## config.mk

```make
export PLATFORM = sky130hd
export DESIGN_NAME = serv_sleep_ctrl
export DESIGN_NICKNAME = d
export VERILOG_FILES = /design/src/rtl/serv_sleep_ctrl_pkg.sv /design/src/rtl/serv_sleep_ctrl.sv
export SDC_FILE = /design/constraint.sdc
export NUM_CORES = 1
export LEC_CHECK = 0
export ABC_AREA = 1
export BUFFER_PORTS_ARGS = -buffer_cell sky130_fd_sc_hd__buf_4
export CAP_MARGIN = 25
export CORE_AREA = 4 4 41 43
export CTS_CLUSTER_SIZE = 12
export DETAILED_ROUTE_END_ITERATION = 7
export DIE_AREA = 0 0 45 47
export PLACE_DENSITY_LB_ADDON = 0.15
export REMOVE_ABC_BUFFERS = 1
export SYNTH_ARGS = -nofsm -noshare
export SYNTH_HDL_FRONTEND = slang
export SYNTH_SLANG_ARGS = --single-unit
```

## constraint.sdc

```tcl
create_clock -name i_clk -period 1.4 [get_ports i_clk]
set_input_delay 0.28 -clock i_clk [delete_from_list [all_inputs] [get_ports i_clk]]
set_output_delay 0.28 -clock i_clk [all_outputs]
set_load 0.01 [all_outputs]
```

## src/rtl/serv_sleep_ctrl_pkg.sv

```systemverilog
// Shared definitions for the SERV WFI sleep controller.
// Holds the sleep FSM state encodings (also used by core and debug logic)
// and a helper that sizes the wake-delay counter.
package serv_sleep_ctrl_pkg;

    // 2-bit encodings kept stable so core and debug views of the state agree.
    localparam logic [1:0] ST_RUN   = 2'd0;
    localparam logic [1:0] ST_DRAIN = 2'd1;
    localparam logic [1:0] ST_SLEEP = 2'd2;
    localparam logic [1:0] ST_WAKE  = 2'd3;

    // Counter width: enough bits to hold the wake delay, never less than one.
    function automatic int cnt_width(input int delay);
        int w;
        w = $clog2(delay + 1);
        return (w < 1) ? 1 : w;
    endfunction

endpackage

```

## src/rtl/serv_sleep_ctrl.sv

```systemverilog
// WFI sleep controller with core clock gating, on the free-running i_clk.
// Latency: halt released on the wake cycle (FAST_WAKE=1) or one later; o_wake WAKE_DELAY+1 after wake.
// Backpressure: sleep entry waits for i_bus_idle; requests outside RUN are ignored.
//
// Ports:
//   i_clk, i_rst      free-running clock, synchronous active-high reset
//   i_sleep_req       rising edge requests a sleep entry
//   i_bus_idle        core has no outstanding bus transfer
//   i_irq, i_irq_en   raw interrupt levels and per-source wake enables
//   o_clk_halt        1 = core clock gated
//   o_sleep_ack       high while sleeping
//   o_wake            one-cycle pulse when a sleep episode finishes
//   o_wake_src        enabled interrupts captured at wake, held until next wake
module serv_sleep_ctrl
    import serv_sleep_ctrl_pkg::*;
#(
    parameter           RESET_STRATEGY = "MINI",
    parameter int       NUM_IRQ        = 2,
    parameter int       WAKE_DELAY     = 0,
    parameter bit       FAST_WAKE      = 1'b1
) (
    input  logic               i_clk,
    input  logic               i_rst,
    input  logic               i_sleep_req,
    input  logic               i_bus_idle,
    input  logic [NUM_IRQ-1:0] i_irq,
    input  logic [NUM_IRQ-1:0] i_irq_en,
    output logic               o_clk_halt,
    output logic               o_sleep_ack,
    output logic               o_wake,
    output logic [NUM_IRQ-1:0] o_wake_src
);

    localparam int             CW       = cnt_width(WAKE_DELAY);
    localparam logic [CW-1:0]  WAKE_CNT = CW'(WAKE_DELAY);

    logic [1:0]         state;
    logic [1:0]         state_nxt;
    logic               halt_q;
    logic               halt_nxt;
    logic               req_q;
    logic [CW-1:0]      cnt;
    logic [CW-1:0]      cnt_nxt;
    logic               capture;
    logic [NUM_IRQ-1:0] wake_src;
    logic [NUM_IRQ-1:0] irq_live;
    logic               wake_any;
    logic               start;

    assign irq_live = i_irq & i_irq_en;
    assign wake_any = |irq_live;
    // Only a fresh rising edge starts an entry, so a held request cannot re-enter.
    assign start    = i_sleep_req & ~req_q;

    always_comb begin
        state_nxt = state;
        halt_nxt  = halt_q;
        cnt_nxt   = cnt;
        capture   = 1'b0;
        case (state)
            ST_RUN: begin
                if (start) begin
                    if (wake_any) begin
                        // Interrupt already pending: finish the episode without gating.
                        state_nxt = ST_WAKE;
                        cnt_nxt   = '0;
                        capture   = 1'b1;
                    end else begin
                        state_nxt = ST_DRAIN;
                    end
                end
            end
            ST_DRAIN: begin
                // A wake beats a simultaneous bus-idle so we never gate needlessly.
                if (wake_any) begin
                    state_nxt = ST_WAKE;
                    cnt_nxt   = '0;
                    capture   = 1'b1;
                end else if (i_bus_idle) begin
                    state_nxt = ST_SLEEP;
                    halt_nxt  = 1'b1;
                end
            end
            ST_SLEEP: begin
                if (wake_any) begin
                    state_nxt = ST_WAKE;
                    cnt_nxt   = WAKE_CNT;
                    halt_nxt  = 1'b0;
                    capture   = 1'b1;
                end
            end
            ST_WAKE: begin
                // Sticky: interrupt levels are no longer looked at once here.
                if (cnt != '0) begin
                    cnt_nxt = cnt - CW'(1);
                end else begin
                    state_nxt = ST_RUN;
                end
            end
            default: begin
                state_nxt = ST_RUN;
            end
        endcase
    end

    always_ff @(posedge i_clk) begin
        if (i_rst) begin
            state  <= ST_RUN;
            halt_q <= 1'b0;
            req_q  <= 1'b0;
        end else begin
            state  <= state_nxt;
            halt_q <= halt_nxt;
            req_q  <= i_sleep_req;
        end
    end

    // Datapath registers: cleared by reset only under the "MINI" strategy.
    always_ff @(posedge i_clk) begin
        if (i_rst) begin
            if (RESET_STRATEGY == "MINI") begin
                cnt      <= '0;
                wake_src <= '0;
            end
        end else begin
            cnt <= cnt_nxt;
            if (capture) begin
                wake_src <= irq_live;
            end
        end
    end

    // FAST_WAKE drops the gate in the same cycle the interrupt is seen; the
    // registered form trades a cycle of latency for a glitch-free gate enable.
    assign o_clk_halt  = FAST_WAKE ? (halt_q & ~wake_any) : halt_q;
    assign o_sleep_ack = (state == ST_SLEEP);
    assign o_wake      = (state == ST_WAKE) && (cnt == '0);
    assign o_wake_src  = wake_src;

endmodule

```

==> results.txt <==
Hold Path Stages = 2
hold endpoint = state[0]
top-area cell type share of the netlist area = 27.4%
Gate Count Post-Synth = 59
Finished Layout Cells = 89
Initial Util = 33.7%
vias per cell = 4.62
ANT nets after route = 0
RePlAce Congestion = 0.728
clock root cell = clkbuf_4
Post-layout nets = 89
CP max-delay cell = dfxtp_4
Sequential Area = 125 sq um
CP Class = reg -> out
unrepaired setup endpoints after global routing = no
Die Ht = 47 microns
core area = 1300 sq um
synthesized cell area = 439 sq um
drc violations = 0
Pint = 0.000590 W
layout filler cell count = 147
setup_tns = 0 ns
TritonCTS clock tree = done
synth top area cells = dfxtp_1, ha_1, nand2_1
Layout area overhead = 31.6%
area leader, netlist = dfxtp_1
r2r startpoint = state[1]
pins over their slew limit = 0
DIE AREA = 2120 sq um
Pleak = 0.289 nW
final hold vios = 0
number of setup buffers added after CTS = 0
1st-iter DRT viols = 2
post-synthesis sequential area ratio = 27.4%
CP Launch Type = flip-flop
overall via count from detail_route = 411
crit-path max cell delay = 0.35 ns
CP required = 1.12 ns
Max H-tree Level = 1
status = completed
clock share of power = 15.8%
WP buf/inv = 2
max-cap violations = 0
switching power = 0.000430 W
Sw Share = 42.2%
worst hold path startpoint = i_rst
GRT Util Overall = 10.5%
R2R depth = 8
Slew HR = 85.0%
Multi-input gate area = 280 sq um
clk_lat worst skew = 0.24 ns
Placed Instances = 86
largest net degree at the start of global routing = 7
Crit Path Max Fanout = 5
drt total wl = 908 microns
vias in the first global route = 390
Worst Tran Pin Value = 0.225 ns
R2R setup slack = 0.17 ns
Final HPWL DP = 755 microns
Worst-path clk slew = 0.05 ns
Seq pwr share = 26.4%
hold buffers post-CTS = 0
most frequent cells in the layout = buf_4, nand2_1, inv_1
layout cells sized above 1 = 41.9%
Site Rows = 13
Worst Clk Skew = 0.000991 ns
endpoint of the lowest-slack register-to-register path = state[1]
drt pass-1 iters = 2
flops & latches, synth = 6
CTS buffer count = 3
initial antenna violation count = 0
CP cell instances = inv_1 > ha_2 > buf_4
worst path arrival time = 1.05 ns
CTS sink count = 6
commonest non-fill, non-tap cell in the layout = buf_4
Synth Area per Inst = 7.44 sq um
Chip Width = 45 microns
GRT overflow = 0
drt wl/cell = 10.2 microns
CTS Buffer Depth = 2
delay-heaviest family, CP = flip-flops
period utilization = 94.8%
hold_ws = 0.222 ns
Synth Warn # = 0
Boundary Pins = 13
fin crit period = 1.33 ns
I/O Buffers = 12
HP Class = in -> reg
ant diodes = 0
Worst Setup End Kind = output port
first-pass GRT wire length = 1.61 mm
combinational cell fraction of total power = 57.7%
instance count on the critical path = 3
count of final setup violators = 0
FMAX = 753 MHz
worst IR drop on VDD = 0.915 mV
Pwr Density = 1770 nW/um^2
Netlist cell types = 18
## layout make-up
class	count	share of cell area, %
tap	15	3.25
sequential	6	21.6
multi-input combinational	42	48.5
timing repair buffer	12	15.6
clock buffer	3	3.90
inverter	11	7.14
## sequential cells by signal, indices dropped and copies added, names as in the netlist
name / count
o_wake_src: 2
halt_q: 1
state: 2
req_q: 1
## synth_stat cells (all sizes together)
| cell | n |
|---|---|
| a21oi | 6 |
| dfxtp | 6 |
| ha | 5 |
| inv | 11 |
| nand2 | 16 |
| nand3 | 5 |
| nand3b | 1 |
| nand4 | 2 |
| nor2 | 3 |
| o21ai | 3 |
| o21bai | 1 |
## power groups by stage
stage	sequential [W]	combinational, W	clock (W)
6_report	0.000270	0.000589	0.000162
5_1_grt	0.000279	0.000678	0.000184
3_5_place_dp	0.000263	0.000591	0
4_1_cts	0.000263	0.000593	0.000171
2_1_floorplan	0.000261	0.000441	0
3_3_place_gp	0.000262	0.000592	0
## routing by layer
layer	global-route usage, %	wire [microns]	vias to the layer above
li1	-	-	220
met4	1.75	0	0
met2	15.0	390	9
met3	6.13	82	0
met1	13.9	435	182
met5	0	0	-
## through the flow
| stage | setup WS (ns) | cell area [sq um] | util, % | total power (W) |
|---|---|---|---|---|
| global route | 0.00205 | 578 | 44.4 | 0.00114 |
| global placement | 0.0919 | 548 | 42.1 | 0.000854 |
| finish | 0.0727 | 578 | 44.4 | 0.00102 |
| floorplan | 0.151 | 439 | - | 0.000702 |
| CTS | 0.0129 | 572 | 43.9 | 0.00103 |
| detailed placement | 0.0716 | 548 | 42.1 | 0.000854 |
## worst max path at each step
| stage | slack [ns] | end | from |
|---|---|---|---|
| detailed placement | 0.07 | state[0] | state[0] |
| CTS | 0.01 | o_sleep_ack | state[0] |
| floorplan | 0.15 | state[1] | state[0] |
| finish | 0.07 | o_sleep_ack | state[0] |
| global route | 0.002 | o_sleep_ack | state[0] |
| global placement | 0.09 | state[0] | state[0] |
## repair_timing
item,4_1_cts,5_1_grt
endpoints found under the setup margin,1,5
resized for setup,1,3
endpoints found under the hold margin,0,0
## kinds of logic (layout without fill, tap and decap cells)
group                      count (synthesis)  in the layout  share of synthesized area [%]
adders and majority gates                  5              5                           14.2
AOI/OAI and AO/OA                         10             10                           14.5
and+or+nand+nor                           27             27                           34.5
buffers and inverters                     11             26                           9.40
DFF                                        6              6                           27.4
## worst reg2reg max path, delay by kind of cell (launching register included)
| family | cells | cell delay (ns) |
|---|---|---|
| and+or+nand+nor | 5 | 0.36 |
| DFF | 1 | 0.35 |
| adders and majority gates | 1 | 0.22 |
| AOI/OAI and AO/OA | 1 | 0.12 |
| buffers and inverters | 1 | 0.09 |
(Power assumes the default switching activity.)
